<file path="src/rtl/noc_config_issuer_if.sv">
// noc_config_issuer_if: command and completion-report valid/ready handshakes of noc_config_issuer.
interface noc_config_issuer_if;
  logic       cmd_valid;
  logic       cmd_ready;
  logic [1:0] cmd_src;
  logic [1:0] cmd_dst;
  logic [7:0] cmd_payload;
  logic       done_valid;
  logic       done_ready;
  logic [1:0] done_src;
  logic       done_timeout;
  modport master(
    output cmd_valid, cmd_src, cmd_dst, cmd_payload, done_ready,
    input  cmd_ready, done_valid, done_src, done_timeout
  );
  modport slave(
    input  cmd_valid, cmd_src, cmd_dst, cmd_payload, done_ready,
    output cmd_ready, done_valid, done_src, done_timeout
  );
endinterface

</file>
<file path="src/rtl/noc_config_issuer.sv">
// noc_config_issuer: issues per-processor configure words to the mesh and reports completions round-robin.
// Optional per-slot ready timeout and path blocking enabled by defining NOC_CFG_TIMEOUT_EN.
module noc_config_issuer #(
  parameter int NUM_PROC    = 4,
  parameter int TIMEOUT_CYC = 64,
  parameter int TO_W        = 7
) (
  input  logic                clock,
  input  logic                reset,
  noc_config_issuer_if.slave  bus,
  input  logic [3:0]          processor_ready_signals,
  output logic [10:0]         p0_configure,
  output logic [10:0]         p1_configure,
  output logic [10:0]         p2_configure,
  output logic [10:0]         p3_configure,
  output logic                block_all_paths,
  output logic [3:0]          busy
);
  typedef enum logic [1:0] {IDLE, ACTIVE, DONE_PEND} state_t;
  state_t      state    [4];
  state_t      state_nx [4];
  logic [10:0] cfg      [4];
  logic [3:0]  armed, hit, expire, to_flag, pend, start, fin, mask;
  logic        rdy_en, acc, rep_acc, found;
  logic [1:0]  ptr, base, sel;

  if (NUM_PROC != 4 || TIMEOUT_CYC < 1 || TIMEOUT_CYC >= (1 << TO_W)) begin : g_param_check
    $error("noc_config_issuer: unsupported NUM_PROC/TIMEOUT_CYC/TO_W");
  end

  assign bus.cmd_ready = rdy_en & (state[bus.cmd_src] == IDLE);
  assign acc           = bus.cmd_valid & bus.cmd_ready;
  assign rep_acc       = bus.done_valid & bus.done_ready;
  assign p0_configure  = cfg[0];
  assign p1_configure  = cfg[1];
  assign p2_configure  = cfg[2];
  assign p3_configure  = cfg[3];

  always_ff @(posedge clock or negedge reset)
    if (!reset) state <= '{default: IDLE};
    else state <= state_nx;

  // armed masks the ready level during a slot's first ACTIVE cycle
  always_comb
    for (int i = 0; i < 4; i++) begin
      pend[i]     = state[i] == DONE_PEND;
      busy[i]     = state[i] != IDLE;
      hit[i]      = armed[i] & processor_ready_signals[i];
      state_nx[i] = state[i];
      if (state[i] == IDLE && acc && bus.cmd_src == 2'(i)) state_nx[i] = ACTIVE;
      else if (state[i] == ACTIVE && (hit[i] || expire[i])) state_nx[i] = DONE_PEND;
      else if (state[i] == DONE_PEND && rep_acc && bus.done_src == 2'(i)) state_nx[i] = IDLE;
      start[i] = state[i] == IDLE && state_nx[i] == ACTIVE;
      fin[i]   = state[i] == ACTIVE && state_nx[i] == DONE_PEND;
    end

  // the slot being accepted is excluded so the next one can follow back-to-back
  always_comb begin
    base  = rep_acc ? bus.done_src + 2'd1 : ptr;
    mask  = pend & ~(rep_acc ? 4'b1 << bus.done_src : 4'b0);
    found = 1'b0;
    sel   = base;
    for (int k = 3; k >= 0; k--)
      if (mask[base + 2'(k)]) begin
        found = 1'b1;
        sel   = base + 2'(k);
      end
  end

  always_ff @(posedge clock or negedge reset)
    if (!reset) begin
      cfg            <= '{default: '0};
      armed          <= '0;
      rdy_en         <= 1'b0;
      ptr            <= '0;
      bus.done_valid <= 1'b0;
      bus.done_src   <= '0;
    end else begin
      rdy_en <= 1'b1;
      for (int i = 0; i < 4; i++) begin
        armed[i] <= state[i] == ACTIVE;
        cfg[i]   <= start[i] ? {bus.cmd_payload, bus.cmd_dst, 1'b1} : fin[i] ? {cfg[i][10:1], 1'b0} : cfg[i];
      end
      if (rep_acc) ptr <= bus.done_src + 2'd1;
      if (!bus.done_valid || rep_acc) begin
        bus.done_valid <= found;
        bus.done_src   <= found ? sel : bus.done_src;
      end
    end

`ifdef NOC_CFG_TIMEOUT_EN
  logic [TO_W-1:0] cnt [4];
  logic [3:0]      to_nx, pend_nx;

  always_comb
    for (int i = 0; i < 4; i++) begin
      expire[i]  = state[i] == ACTIVE && cnt[i] == TO_W'(TIMEOUT_CYC - 1);
      to_nx[i]   = fin[i] ? !hit[i] : to_flag[i];
      pend_nx[i] = state_nx[i] == DONE_PEND;
    end

  always_ff @(posedge clock or negedge reset)
    if (!reset) begin
      cnt              <= '{default: '0};
      to_flag          <= '0;
      block_all_paths  <= 1'b0;
      bus.done_timeout <= 1'b0;
    end else begin
      for (int i = 0; i < 4; i++)
        cnt[i] <= start[i] ? '0 : state[i] == ACTIVE ? cnt[i] + 1'b1 : cnt[i];
      to_flag         <= to_nx;
      block_all_paths <= |(pend_nx & to_nx);
      if (!bus.done_valid || rep_acc) bus.done_timeout <= found & to_flag[sel];
    end
`else
  assign expire           = '0;
  assign to_flag          = '0;
  assign block_all_paths  = 1'b0;
  assign bus.done_timeout = 1'b0;
`endif
endmodule
</file>
<file path="src/flat_wrapper.sv">
// flat-port wrapper written by rule: the top's interface ports become plain ports
module noc_config_issuer_flat 
#(
  parameter int NUM_PROC    = 4,
  parameter int TIMEOUT_CYC = 64,
  parameter int TO_W        = 7
)
  (clock, reset, processor_ready_signals, p0_configure, p1_configure, p2_configure, p3_configure, block_all_paths, busy, bus_cmd_valid, bus_cmd_src, bus_cmd_dst, bus_cmd_payload, bus_done_ready, bus_cmd_ready, bus_done_valid, bus_done_src, bus_done_timeout);
  noc_config_issuer_if bus_i ();
  input  logic clock;
  input  logic reset;
  input  logic [3:0] processor_ready_signals;
  output logic [10:0] p0_configure;
  output logic [10:0] p1_configure;
  output logic [10:0] p2_configure;
  output logic [10:0] p3_configure;
  output logic block_all_paths;
  output logic [3:0] busy;
  input wire logic [$bits(bus_i.cmd_valid)-1:0] bus_cmd_valid;
  input wire logic [$bits(bus_i.cmd_src)-1:0] bus_cmd_src;
  input wire logic [$bits(bus_i.cmd_dst)-1:0] bus_cmd_dst;
  input wire logic [$bits(bus_i.cmd_payload)-1:0] bus_cmd_payload;
  input wire logic [$bits(bus_i.done_ready)-1:0] bus_done_ready;
  output wire logic [$bits(bus_i.cmd_ready)-1:0] bus_cmd_ready;
  output wire logic [$bits(bus_i.done_valid)-1:0] bus_done_valid;
  output wire logic [$bits(bus_i.done_src)-1:0] bus_done_src;
  output wire logic [$bits(bus_i.done_timeout)-1:0] bus_done_timeout;
  assign bus_i.cmd_valid = bus_cmd_valid;
  assign bus_i.cmd_src = bus_cmd_src;
  assign bus_i.cmd_dst = bus_cmd_dst;
  assign bus_i.cmd_payload = bus_cmd_payload;
  assign bus_i.done_ready = bus_done_ready;
  assign bus_cmd_ready = bus_i.cmd_ready;
  assign bus_done_valid = bus_i.done_valid;
  assign bus_done_src = bus_i.done_src;
  assign bus_done_timeout = bus_i.done_timeout;
  noc_config_issuer #(.NUM_PROC(NUM_PROC), .TIMEOUT_CYC(TIMEOUT_CYC), .TO_W(TO_W)) u_core (.clock(clock), .reset(reset), .bus(bus_i), .processor_ready_signals(processor_ready_signals), .p0_configure(p0_configure), .p1_configure(p1_configure), .p2_configure(p2_configure), .p3_configure(p3_configure), .block_all_paths(block_all_paths), .busy(busy));
endmodule
</file>
<file path="config.mk">
export PLATFORM = sky130hd
export DESIGN_NAME = noc_config_issuer_flat
export DESIGN_NICKNAME = d
export VERILOG_FILES = /design/src/rtl/noc_config_issuer_if.sv /design/src/rtl/noc_config_issuer.sv /design/src/flat_wrapper.sv
export SDC_FILE = /design/constraint.sdc
export NUM_CORES = 1
export LEC_CHECK = 0
export CAP_MARGIN = 20
export CELL_PAD_IN_SITES_DETAIL_PLACEMENT = 0
export CELL_PAD_IN_SITES_GLOBAL_PLACEMENT = 1
export CORE_UTILIZATION = 42
export CTS_BUF_LIST = sky130_fd_sc_hd__clkbuf_4 sky130_fd_sc_hd__clkbuf_8
export DETAILED_ROUTE_END_ITERATION = 8
export MAX_ROUTING_LAYER = met4
export PLACE_DENSITY_LB_ADDON = 0.08
export SETUP_SLACK_MARGIN = 0.15
export SLEW_MARGIN = 20
export SYNTH_ARGS = -nofsm -noshare
export SYNTH_HDL_FRONTEND = slang
export SYNTH_SLANG_ARGS = --single-unit
</file>
<file path="constraint.sdc">
create_clock -name clock -period 4.1 [get_ports clock]
set_clock_uncertainty 0.1 [all_clocks]
set_input_delay 0.41 -clock clock [delete_from_list [all_inputs] [get_ports clock]]
set_output_delay 0.41 -clock clock [all_outputs]
set_load 0.1 [all_outputs]
</file>
# After elaboration in Yosys (flattened, before gate mapping)

Cells that the tools add are included.

Register bits after elaboration: 62
Input bits: 20
Output and inout bits: 54
Logic and storage cells: 146

$add $sub $neg: 4
Magnitude comparators: 5
Equality and inequality tests: 22
Shift-type cells: 1
Muxes and demuxes: 41
Bitwise operators: 10
Reduce and logical (&&, ||, !) cells: 46

Operators with widths:

| operator            | count |
|---|---|
| $mux 11             | 4 |
| $mux 2              | 19 |
| $logic_and 1x1->1   | 28 |
| $eq 2x2->1 const B  | 12 |
| $eq 2x1->1 const B  | 10 |
| $reduce_bool 2->1   | 8 |
| $logic_not 2->1     | 7 |
| $lt 2x3->1 const B  | 4 |
| $mux 1              | 12 |
| $bmux 1 s2          | 4 |
| $and 1x1->1         | 7 |
| $add 2x1->2 const B | 2 |
| $add 2x2->2 const B | 2 |
| $and 4x4->4         | 1 |
| $bmux 2 s2          | 1 |
| $mux 4              | 1 |
| $not 4->4           | 1 |
| $shl 1x2->4 const A | 1 |
| $ge 3x3->1 const B  | 1 |
| $not 2->3           | 1 |
| $reduce_and 2->1    | 1 |
| $logic_not 1->1     | 1 |
| $logic_or 1x1->1    | 1 |

# Longest topological paths before layout

Depth in word-level cells: 14
Gate-level depth with buffers: 7
Depth with buffers taken out: 7

# Least setup slack after synthesis

No wires, ideal clock.

Path kind: register -> output
Start: reg u_core.state[3] (netlist name)
End: out bus_cmd_ready
Arrival: 2.165 ns
Required time: 3.590 ns
Slack: 1.425 ns
Cell stages (with the launch flop): 6
Buffers on the path: 0
Cell sequence: dfrtp_1 -> or2_1 -> nor2_1 -> a21oi_1 -> nand2_1 -> o311a_1

Cells in the longest elaborated chain, start to end: 5

Ends and longest elaborated chain:

| what                                      | line                    | source |
|---|---|---|
| from (decl)                               | noc_config_issuer.sv:20 | `state_t state [4];` |
| from (signal assigned)                    | noc_config_issuer.sv:41 | `else state <= state_nx;` |
| $bmux 2 s2                                | noc_config_issuer.sv:31 | `assign bus.cmd_ready = rdy_en & (state[bus.cmd_src] == IDLE);` |
| $mux 2 (implied by the code) (2 in a row) | noc_config_issuer.sv:31 |  |
| $logic_not 2->1                           | noc_config_issuer.sv:31 |  |
| $and 1x1->1                               | noc_config_issuer.sv:31 |  |
| to (decl)                                 | flat_wrapper.sv:24      | `output wire logic [$bits(bus_i.cmd_ready)-1:0] bus_cmd_ready;` |

No other way between the ends. The select of a mux whose other input is x is not followed.

# Final worst setup path

Start: reg u_core.state[3] (netlist name)
End: out busy[2]

Cells in the longest elaborated chain, start to end: 1

Ends and longest elaborated chain:

| what              | line                    | source |
|---|---|---|
| $reduce_bool 2->1 | noc_config_issuer.sv:47 | `busy[i] = state[i] != IDLE;` |
| to (decl)         | flat_wrapper.sv:18      | `output logic [3:0] busy;` |

No other way between the ends.

==> results.md <==
* Seq/Total Area, Yosys at 60.0%
* Slew Limit Headroom at 33.4%
* Post-synth top area share at 60.0%
* Skew-Pair Late Insertion Delay at 0.33 ns
* Crit path buf inv count at 1
* Vias post-DR at 1820
* Die X at 80.5 µm
* Row count at 28
* RSZ-0062 raised after global routing: false
* Post-route clock period utilization at 63.8%
* Residual DRC count at 0
* Final hold vios at 0
* Clk buf depth at 2
* Initial drt markers at 127
* Primary FF master, synth: dfrtp_1
* CP required at 3.59 ns
* H-tree depth at 3
* Met1 WL at 2620 µm
* Vias per cell at 5.08
* Max stage delay on crit path at 1.16 ns
* Most numerous cell in the Yosys netlist: dfrtp_1
* CTS tree: done
* Crit Path Class: reg2out
* Nets at 302
* Final non-filler cell total at 358
* Resized Gates After CTS at 0
* Synth cell count leaders: 62 x dfrtp_1, 22 x mux2_2, 18 x mux2_1, 15 x nand2_1, 12 x nor2_1
* Worst-Margin Slew at 0.997 ns
* Ys Warns at 0
* Critical Path, Cell by Cell: or2_1 -> clkdlybuf4s50_1
* Clock sink count at 62
* Status: complete, no violations
* Fmax at 382 MHz
* DR WL met3 at 425 µm
* Final core occ at 60.0%
* Pins over their slew limit at 0
* Syn Area/Cell at 12.8 µm²
* #FFs+latches synth at 62
* Min Tclk post-route at 2.62 ns
* Highest routed layer: met4
* Cells after DPL at 342
* # fillers at 504
* Unique masters post-synth at 33
* Initial Util at 43.7%
* Final setup fails at 0
* Share of flip-flops with an asynchronous set or reset at 100%
* Multi-input logic area at 953 µm²
* Hold-fix buffers at CTS at 0
* Setup Total Neg Slack at 0 ns
* Die height at 80.5 µm
* Synth top area cells: dfrtp_1 60%, mux2_2 9.6%, mux2_1 7.8%, a31oi_1 2.2%, nand2_1 2.2%
* Post-synth EDFFs at 0
* Drt first pass iters at 4
* Input/output buffers at 71
* Gr ovfl total at 0
* Die area at 6480 µm²
* Max-cap viol count at 0
* FF-to-FF setup slack at 1.88 ns
* Antenna viol nets, final at 0
* Worst setup EP type: primary output
* Layout cells sized above 1 at 15.9%
* I/O pin cnt at 74
* Synth area leader: dfrtp_1
* CTS root buf: clkbuf_8
* Top delay family on crit path: buffers and inverters
* Inserted Diodes at 0
* Post-Route WL at 5430 µm
* Vias in the first global route at 1695
* Worst-path clk slew at 0.07 ns
* Met2 WL at 2290 µm
* Number of setup buffers added after CTS at 0
* Slowest CP cell: clkdlybuf4s50_1
* Syn Std Cell Area at 2590 µm²
* Critical Path Source Type: register
* Worst Path Arrival at 2.11 ns
* CORE AREA at 5920 µm²
* Min-Delay Path Class: in2async
* Post-DP HPWL at 3830 µm
* Area Overhead vs Synth at 37.2%
* Initial antenna violation count at 0
* Global-route wire length before repair at 8810 µm
* RePlAce Congestion at 0.818
* Drt wl/cell at 15.2 µm
* FF+latch area at 1550 µm²
* Largest net degree at the start of global routing at 40
* Syn Inst Count at 202
* Tot GR Track Use at 19.3%
* CP max FO at 6
* CTS Buf Count at 9
==> kinds of logic (layout without fill, tap and decap cells) <==
| group | count (synthesis) | after routing | share of synthesized area (%) |
|---|---|---|---|
| AND/OR/NAND/NOR | 46 | 46 | 8.56 |
| flip-flops | 62 | 62 | 60.0 |
| multiplexers | 42 | 42 | 18.7 |
| AO/OA/AOI/OAI | 28 | 28 | 7.25 |
| buffers and inverters | 18 | 98 | 3.34 |
| other | 2 | 3 | 0.290 |
| adder cells (fa/ha/maj) | 4 | 4 | 1.93 |
==> sequential cells by signal, indices dropped and copies added, names as in the netlist <==
register,flops
u_core.armed,4
u_core.bus.done_src,2
u_core.bus.done_valid,1
u_core.p0_configure,11
u_core.p1_configure,11
u_core.p2_configure,11
u_core.p3_configure,11
u_core.ptr,2
u_core.rdy_en,1
u_core.state,8
==> placed cells by master (no fill, tap or decap), types with 3 or more instances in the layout <==
| cell type | n |
|---|---|
| mux2_2 | 22 |
| mux2_1 | 18 |
| and3_1 | 5 |
| clkinv_2 | 3 |
| clkbuf_8 | 11 |
| a21oi_1 | 3 |
| ha_1 | 4 |
| conb_1 | 3 |
| o31ai_1 | 5 |
| nand2_1 | 15 |
| nand3_1 | 6 |
| or2_1 | 3 |
| dfrtp_1 | 62 |
| inv_1 | 9 |
| nor2_1 | 12 |
| a31oi_1 | 9 |
| o21ai_0 | 5 |
| clkdlybuf4s50_1 | 69 |
==> layout make-up <==
class                   count  area share [%]
multi-input cells         123            26.8
clock inverters             4            1.27
clock buffers              12            4.47
inverters                  10            1.06
flip-flops and latches     62            43.7
well taps                  75            2.64
repair buffers             72            20.0
==> metal layers <==
layer / up-vias / track usage, %
met5: - / -
met2: 67 / 25.7
li1: 868 / -
met3: 8 / 3.98
met4: 0 / 9.64
met1: 877 / 27.6
==> path summary, 6_finish.rpt <==
check,from,to,depth (start not counted)
max in group asynchronous,reset,u_core.p0_configure[0],2
max,u_core.state[3],busy[2],2
max reg2reg,u_core.state[7],u_core.p0_configure[9],4
min,reset,u_core.p2_configure[3],1
min in group clock,u_core.p1_configure[8],u_core.p1_configure[8],1
min reg2reg,u_core.p1_configure[8],u_core.p1_configure[8],1
==> metrics by stage <==
| stage | setup WS [ns] | hold WS, ns | cell area (µm²) |
|---|---|---|---|
| finish | 1.48 | 0.0815 | 3550 |
| global route | 1.42 | 0.152 | 3550 |
| CTS | 1.46 | 0.108 | 3550 |
| detailed placement | 1.56 | 0.381 | 3350 |
| global placement | 1.62 | 0.375 | 3350 |
| floorplan | 1.43 | 0.0144 | 2590 |
Power is left out: the tool's default activity adds up to more than one toggle a clock period on the data nets, which glitch-free logic cannot reach.
